$ cat config.mk
export PLATFORM = sky130hd
export DESIGN_NAME = inst_bus_arbiter
export DESIGN_NICKNAME = d
export VERILOG_FILES = /design/src/rtl/inst_bus_arbiter.sv
export SDC_FILE = /design/constraint.sdc
export NUM_CORES = 1
export LEC_CHECK = 0
export CAP_MARGIN = 20
export CORE_UTILIZATION = 40
export DETAILED_ROUTE_END_ITERATION = 10
export PLACE_DENSITY_LB_ADDON = 0.25
export RECOVER_POWER = 25
export SYNTH_ARGS = -nofsm -noshare
export SYNTH_HDL_FRONTEND = slang
export SYNTH_SLANG_ARGS = --single-unit
$ cat constraint.sdc
create_clock -name i_clock -period 2.22 [get_ports i_clock]
set_clock_uncertainty 0.1 [all_clocks]
set_input_delay 0.444 -clock i_clock [delete_from_list [all_inputs] [get_ports i_clock]]
set_output_delay 0.444 -clock i_clock [all_outputs]
set_load 0.01 [all_outputs]
$ cat src/rtl/inst_bus_arbiter.sv
// Two-master round-robin arbiter in front of a single instruction-memory port.
// A busy-cycle watchdog ends an access with an error when the memory stalls too long.
module inst_bus_arbiter #(
  parameter int ADDR_WIDTH = 32,
  parameter int DATA_WIDTH = 32,
  parameter int TIMEOUT    = 15
) (
  input  logic                  i_clock,
  input  logic                  i_reset,
  input  logic                  i_m0_req,
  input  logic [ADDR_WIDTH-1:0] i_m0_addr,
  output logic                  o_m0_ack,
  output logic                  o_m0_err,
  output logic [DATA_WIDTH-1:0] o_m0_data,
  input  logic                  i_m1_req,
  input  logic [ADDR_WIDTH-1:0] i_m1_addr,
  output logic                  o_m1_ack,
  output logic                  o_m1_err,
  output logic [DATA_WIDTH-1:0] o_m1_data,
  output logic                  o_mem_req,
  output logic [ADDR_WIDTH-1:0] o_mem_addr,
  input  logic [DATA_WIDTH-1:0] i_mem_inst,
  input  logic                  i_mem_busy
);

  typedef enum logic [1:0] {
    IDLE   = 2'd0,
    ACCESS = 2'd1,
    DONE   = 2'd2
  } state_t;

  // The counter only ever needs to reach TIMEOUT-1; it saturates rather than wrapping.
  localparam int              CNT_W    = (TIMEOUT > 1) ? $clog2(TIMEOUT) : 1;
  localparam logic [CNT_W-1:0] CNT_LAST = (TIMEOUT > 0) ? CNT_W'(TIMEOUT - 1) : '0;
  localparam logic [CNT_W-1:0] CNT_MAX  = '1;
  localparam logic [CNT_W-1:0] CNT_ONE  = CNT_W'(1);
  localparam logic             WDOG_ON  = (TIMEOUT != 0) ? 1'b1 : 1'b0;

  state_t                state_r;
  state_t                nextState_s;
  logic                  owner_r;
  logic                  last_r;
  logic [CNT_W-1:0]      waitCnt_r;
  logic [ADDR_WIDTH-1:0] memAddr_r;
  logic                  memReq_r;
  logic                  ack0_r;
  logic                  ack1_r;
  logic                  err0_r;
  logic                  err1_r;
  logic [DATA_WIDTH-1:0] data0_r;
  logic [DATA_WIDTH-1:0] data1_r;

  logic                  anyReq_s;
  logic                  grant_s;
  logic                  finish_s;
  logic                  expire_s;

  // Winner selection and next-state decode
  always_comb begin
    nextState_s = state_r;
    finish_s    = 1'b0;
    expire_s    = 1'b0;
    anyReq_s    = i_m0_req | i_m1_req;
    if (i_m0_req && i_m1_req) begin
      grant_s = ~last_r;
    end else if (i_m1_req) begin
      grant_s = 1'b1;
    end else begin
      grant_s = 1'b0;
    end
    case (state_r)
      IDLE: begin
        if (anyReq_s) begin
          nextState_s = ACCESS;
        end else begin
          nextState_s = IDLE;
        end
      end
      ACCESS: begin
        if (!i_mem_busy) begin
          finish_s    = 1'b1;
          nextState_s = DONE;
        end else if (WDOG_ON && (waitCnt_r == CNT_LAST)) begin
          finish_s    = 1'b1;
          expire_s    = 1'b1;
          nextState_s = DONE;
        end else begin
          nextState_s = ACCESS;
        end
      end
      DONE: begin
        nextState_s = IDLE;
      end
      default: begin
        nextState_s = IDLE;
      end
    endcase
  end

  // State, ownership, fairness pointer, wait counter and memory-side strobe
  always_ff @(posedge i_clock) begin
    if (i_reset) begin
      state_r   <= IDLE;
      owner_r   <= 1'b0;
      last_r    <= 1'b1;
      waitCnt_r <= '0;
      memAddr_r <= '0;
      memReq_r  <= 1'b0;
    end else begin
      state_r  <= nextState_s;
      memReq_r <= (nextState_s == ACCESS);
      if ((state_r == IDLE) && anyReq_s) begin
        owner_r   <= grant_s;
        memAddr_r <= grant_s ? i_m1_addr : i_m0_addr;
        waitCnt_r <= '0;
      end else if ((state_r == ACCESS) && !finish_s && (waitCnt_r != CNT_MAX)) begin
        waitCnt_r <= waitCnt_r + CNT_ONE;
      end
      if (state_r == DONE) begin
        last_r <= owner_r;
      end
    end
  end

  // Per-master completion signalling; the non-owner's registers are left untouched
  always_ff @(posedge i_clock) begin
    if (i_reset) begin
      ack0_r  <= 1'b0;
      ack1_r  <= 1'b0;
      err0_r  <= 1'b0;
      err1_r  <= 1'b0;
      data0_r <= '0;
      data1_r <= '0;
    end else begin
      ack0_r <= finish_s & ~owner_r;
      ack1_r <= finish_s & owner_r;
      err0_r <= expire_s & ~owner_r;
      err1_r <= expire_s & owner_r;
      if (finish_s && !owner_r) begin
        data0_r <= expire_s ? '0 : i_mem_inst;
      end
      if (finish_s && owner_r) begin
        data1_r <= expire_s ? '0 : i_mem_inst;
      end
    end
  end

  assign o_m0_ack   = ack0_r;
  assign o_m0_err   = err0_r;
  assign o_m0_data  = data0_r;
  assign o_m1_ack   = ack1_r;
  assign o_m1_err   = err1_r;
  assign o_m1_data  = data1_r;
  assign o_mem_req  = memReq_r;
  assign o_mem_addr = memAddr_r;

endmodule

==> metrics, run 1 <==
maximum buffer depth of the clock tree=2; die width=107 um; top cell type by total area after synthesis=dfxtp_1; register area share after synthesis=49.2%; cts hold-fix bufs=0; most frequent cells after synthesis=109 x dfxtp_1, 66 x inv_1, 34 x o32ai_1; share of post-route cells with drive strength above 1=10.5%; Arr. time, crit path=2240 ps; Synth-to-Final Area Change=54.2%; hpwl dp=8480 um; Leakage=2.39 nW; H-tree levels=3; ys flop type=dfxtp_1; CTS tree=yes; I/O pin cnt=202; synthesis warning total=0; largest family of logic cells by synthesized area=compound AO/OA/AOI/OAI gates; Clk pin slew, worst setup/hold paths=90 ps; DRC=0; diodes inserted=0; clock root cell=clkbuf_8; detailed-route via count=3893; setup violators final=0; final layout net count=709; Worst slew margin=58.9%; most common cell in the netlist=dfxtp_1; DR pass1 iterations=4; GRT busiest layer=met2; gr ovfl total=0; setup TNS=0 ps; GR Util met1=24.0%; Peak VDD IR=0.382 mV; Synth Area in Compound Gates=27.2%; fin crit period=2030 ps; global placement routability congestion=0.746; port bufs=201; simple-gate share of the synthesized area=5.96%; FP Rows=38; Worst Path Required=2430 ps; Synth area leaders=dfxtp_1 49%, o32ai_2 11%, mux2i_1 7.2%, o32ai_1 6.7%, o2bb2ai_1 6.3%; vias in the first global route=3765; Starting DRT DRC Count=82; Die Span Y=107 um; Sink Count=109; vias per cell=5.19; post-CTS setup buffers=0; #FFs+latches synth=109; Netlist cell types=42; Multi-input gate area=1840 um^2; total die area=11500 um^2; Fill cells=888; cts repair resizes=0; Crit Path Class=in -> reg; post-route ant nets=0; post-DR wirelength/cell=15.8 um; status=complete, no violations; fraction of the mapped netlist area in adder cells=0.565%; aggregate global-route resource usage=20.4%; initial antenna violation count=0; count of final max-slew check failures=0; first-pass GRT wire length=18200 um; post-synthesis mux area share=7.23%; startpoint types=input pin; Final Hold Vio Count=0; Core Box Area=10800 um^2; TritonCTS Buffers=9; met2 usage=35.5%; RSZ-0062 raised after global routing=no; detailed-route wire length=11900 um; Slew @ Worst Pin=617 ps; worst-path maximum fanout=28; Synth Instances=416; post-synth top area share=49.2%; Final period util=91.4%; count of flip-flops with a built-in enable after synthesis=0; worst hold path type=reg -> reg; fmax=493 MHz; CP endpoint kind=flop; clock latency at the later pin of the worst-skew pair=370 ps; share of flip-flops with an asynchronous set or reset=0%; Initial Util=40.9%; area of the mapped netlist=4430 um^2; synthesized area per cell=10.7 um^2; Synthesized Nets=519; P per Cell Area=613 nW/um^2; Max Cap Viol=0; largest net degree at the start of global routing=49; final hold slack=368 ps; Post-Synth XOR/XNOR Area=0%; met3 Use GR=3.81%; FF+latch area=2180 um^2
==> cell families after synthesis <==
| family | after synthesis |
|---|---|
| simple gates | 55 |
| buf+inv | 103 |
| flops | 109 |
| compound gates | 115 |
| fa+ha+maj | 2 |
| mux | 32 |
==> placed cells by master, fill, tap and decap left out, types with 2 or more instances in the layout <==
| cell type | Yosys | final |
|---|---|---|
| o32ai_2 | 30 | 30 |
| buf_12 | 0 | 6 |
| nand2_1 | 32 | 32 |
| ha_1 | 2 | 2 |
| nand3_1 | 4 | 4 |
| inv_1 | 66 | 66 |
| o2bb2ai_1 | 32 | 32 |
| clkinv_2 | 0 | 3 |
| or2_2 | 1 | 2 |
| dfxtp_1 | 109 | 109 |
| clkdlybuf4s50_1 | 0 | 188 |
| mux2i_1 | 32 | 32 |
| o21ai_0 | 2 | 2 |
| bufinv_16 | 0 | 2 |
| buf_4 | 3 | 5 |
| clkbuf_1 | 16 | 2 |
| a21oi_1 | 6 | 5 |
| clkbuf_8 | 0 | 10 |
| dlygate4sd3_1 | 0 | 12 |
| nand3b_1 | 2 | 2 |
| nor3_1 | 2 | 2 |
| o32ai_1 | 34 | 34 |
| nor2_1 | 3 | 3 |
| clkbuf_2 | 0 | 2 |
==> layer usage <==
layer  share of wire [%]  up-vias
met5                   0        -
met4                 2.4        0
met3                 5.5       23
met2                  51      132
met1                  41     1853
li1                    -     1885
==> metrics by stage <==
stage	total power [W]	cells	util (%)	cell area, um^2	setup WS [ps]
after global routing	0.00437	750	63.0	6830	135
after detailed placement	0.00296	735	61.3	6650	169
after global placement	0.00294	735	61.3	6650	247
after CTS	0.00425	750	63.3	6860	358
final	0.00419	750	63.0	6830	191
after floorplan	0.00250	416	-	4430	632
==> worst max-delay path: stages <==
cell,delay (ps)
clkdlybuf4s50_1,470
or2_2,350
a21oi_1,210
clkbuf_2,540
a22o_1,230
==> final timing paths <==
check,from,depth (start not counted),slack [ps],to
setup / recovery,i_m0_req,5,190,owner_r$_SDFFE_PP0P_
hold / removal,o_mem_addr[21]$_SDFFE_PP0P_,1,370,o_mem_addr[21]$_SDFFE_PP0P_
setup reg to reg,waitCnt_r[1]$_SDFFE_PP0P_,5,420,o_m0_data[28]$_SDFFE_PP0P_
hold reg to reg,o_mem_addr[21]$_SDFFE_PP0P_,1,370,o_mem_addr[21]$_SDFFE_PP0P_
==> registers in the layout (all words and copies together) (netlist names), 2 cells and up <==
signal,flops
o_m0_data,32
o_m1_data,32
o_mem_addr,32
waitCnt_r,4
state_r,2
==> cell type report <==
| cell class | count | area share, % |
|---|---|---|
| sequential | 109 | 31.9 |
| timing repair buffer | 215 | 31.9 |
| multi-input combinational | 204 | 26.9 |
| inverter | 67 | 3.68 |
| tap | 140 | 2.56 |
| clock buffer | 10 | 2.01 |
| clock inverter | 5 | 1.10 |
==> report_power, final <==
group	leakage, nW	switching, W	total [W]	internal, W
Clock	0.112	0.000635	0.00129	0.000655
Sequential	0.888	0.0000564	0.00211	0.00205
Combinational	1.39	0.000337	0.000787	0.000450
(Power assumes the default switching activity.)
==> run 2: changes to the inputs <==
- SLEW_MARGIN: not set -> 40
==> results of run 2 <==
The final DEF is identical to that of run 1; final timing and power are the same.
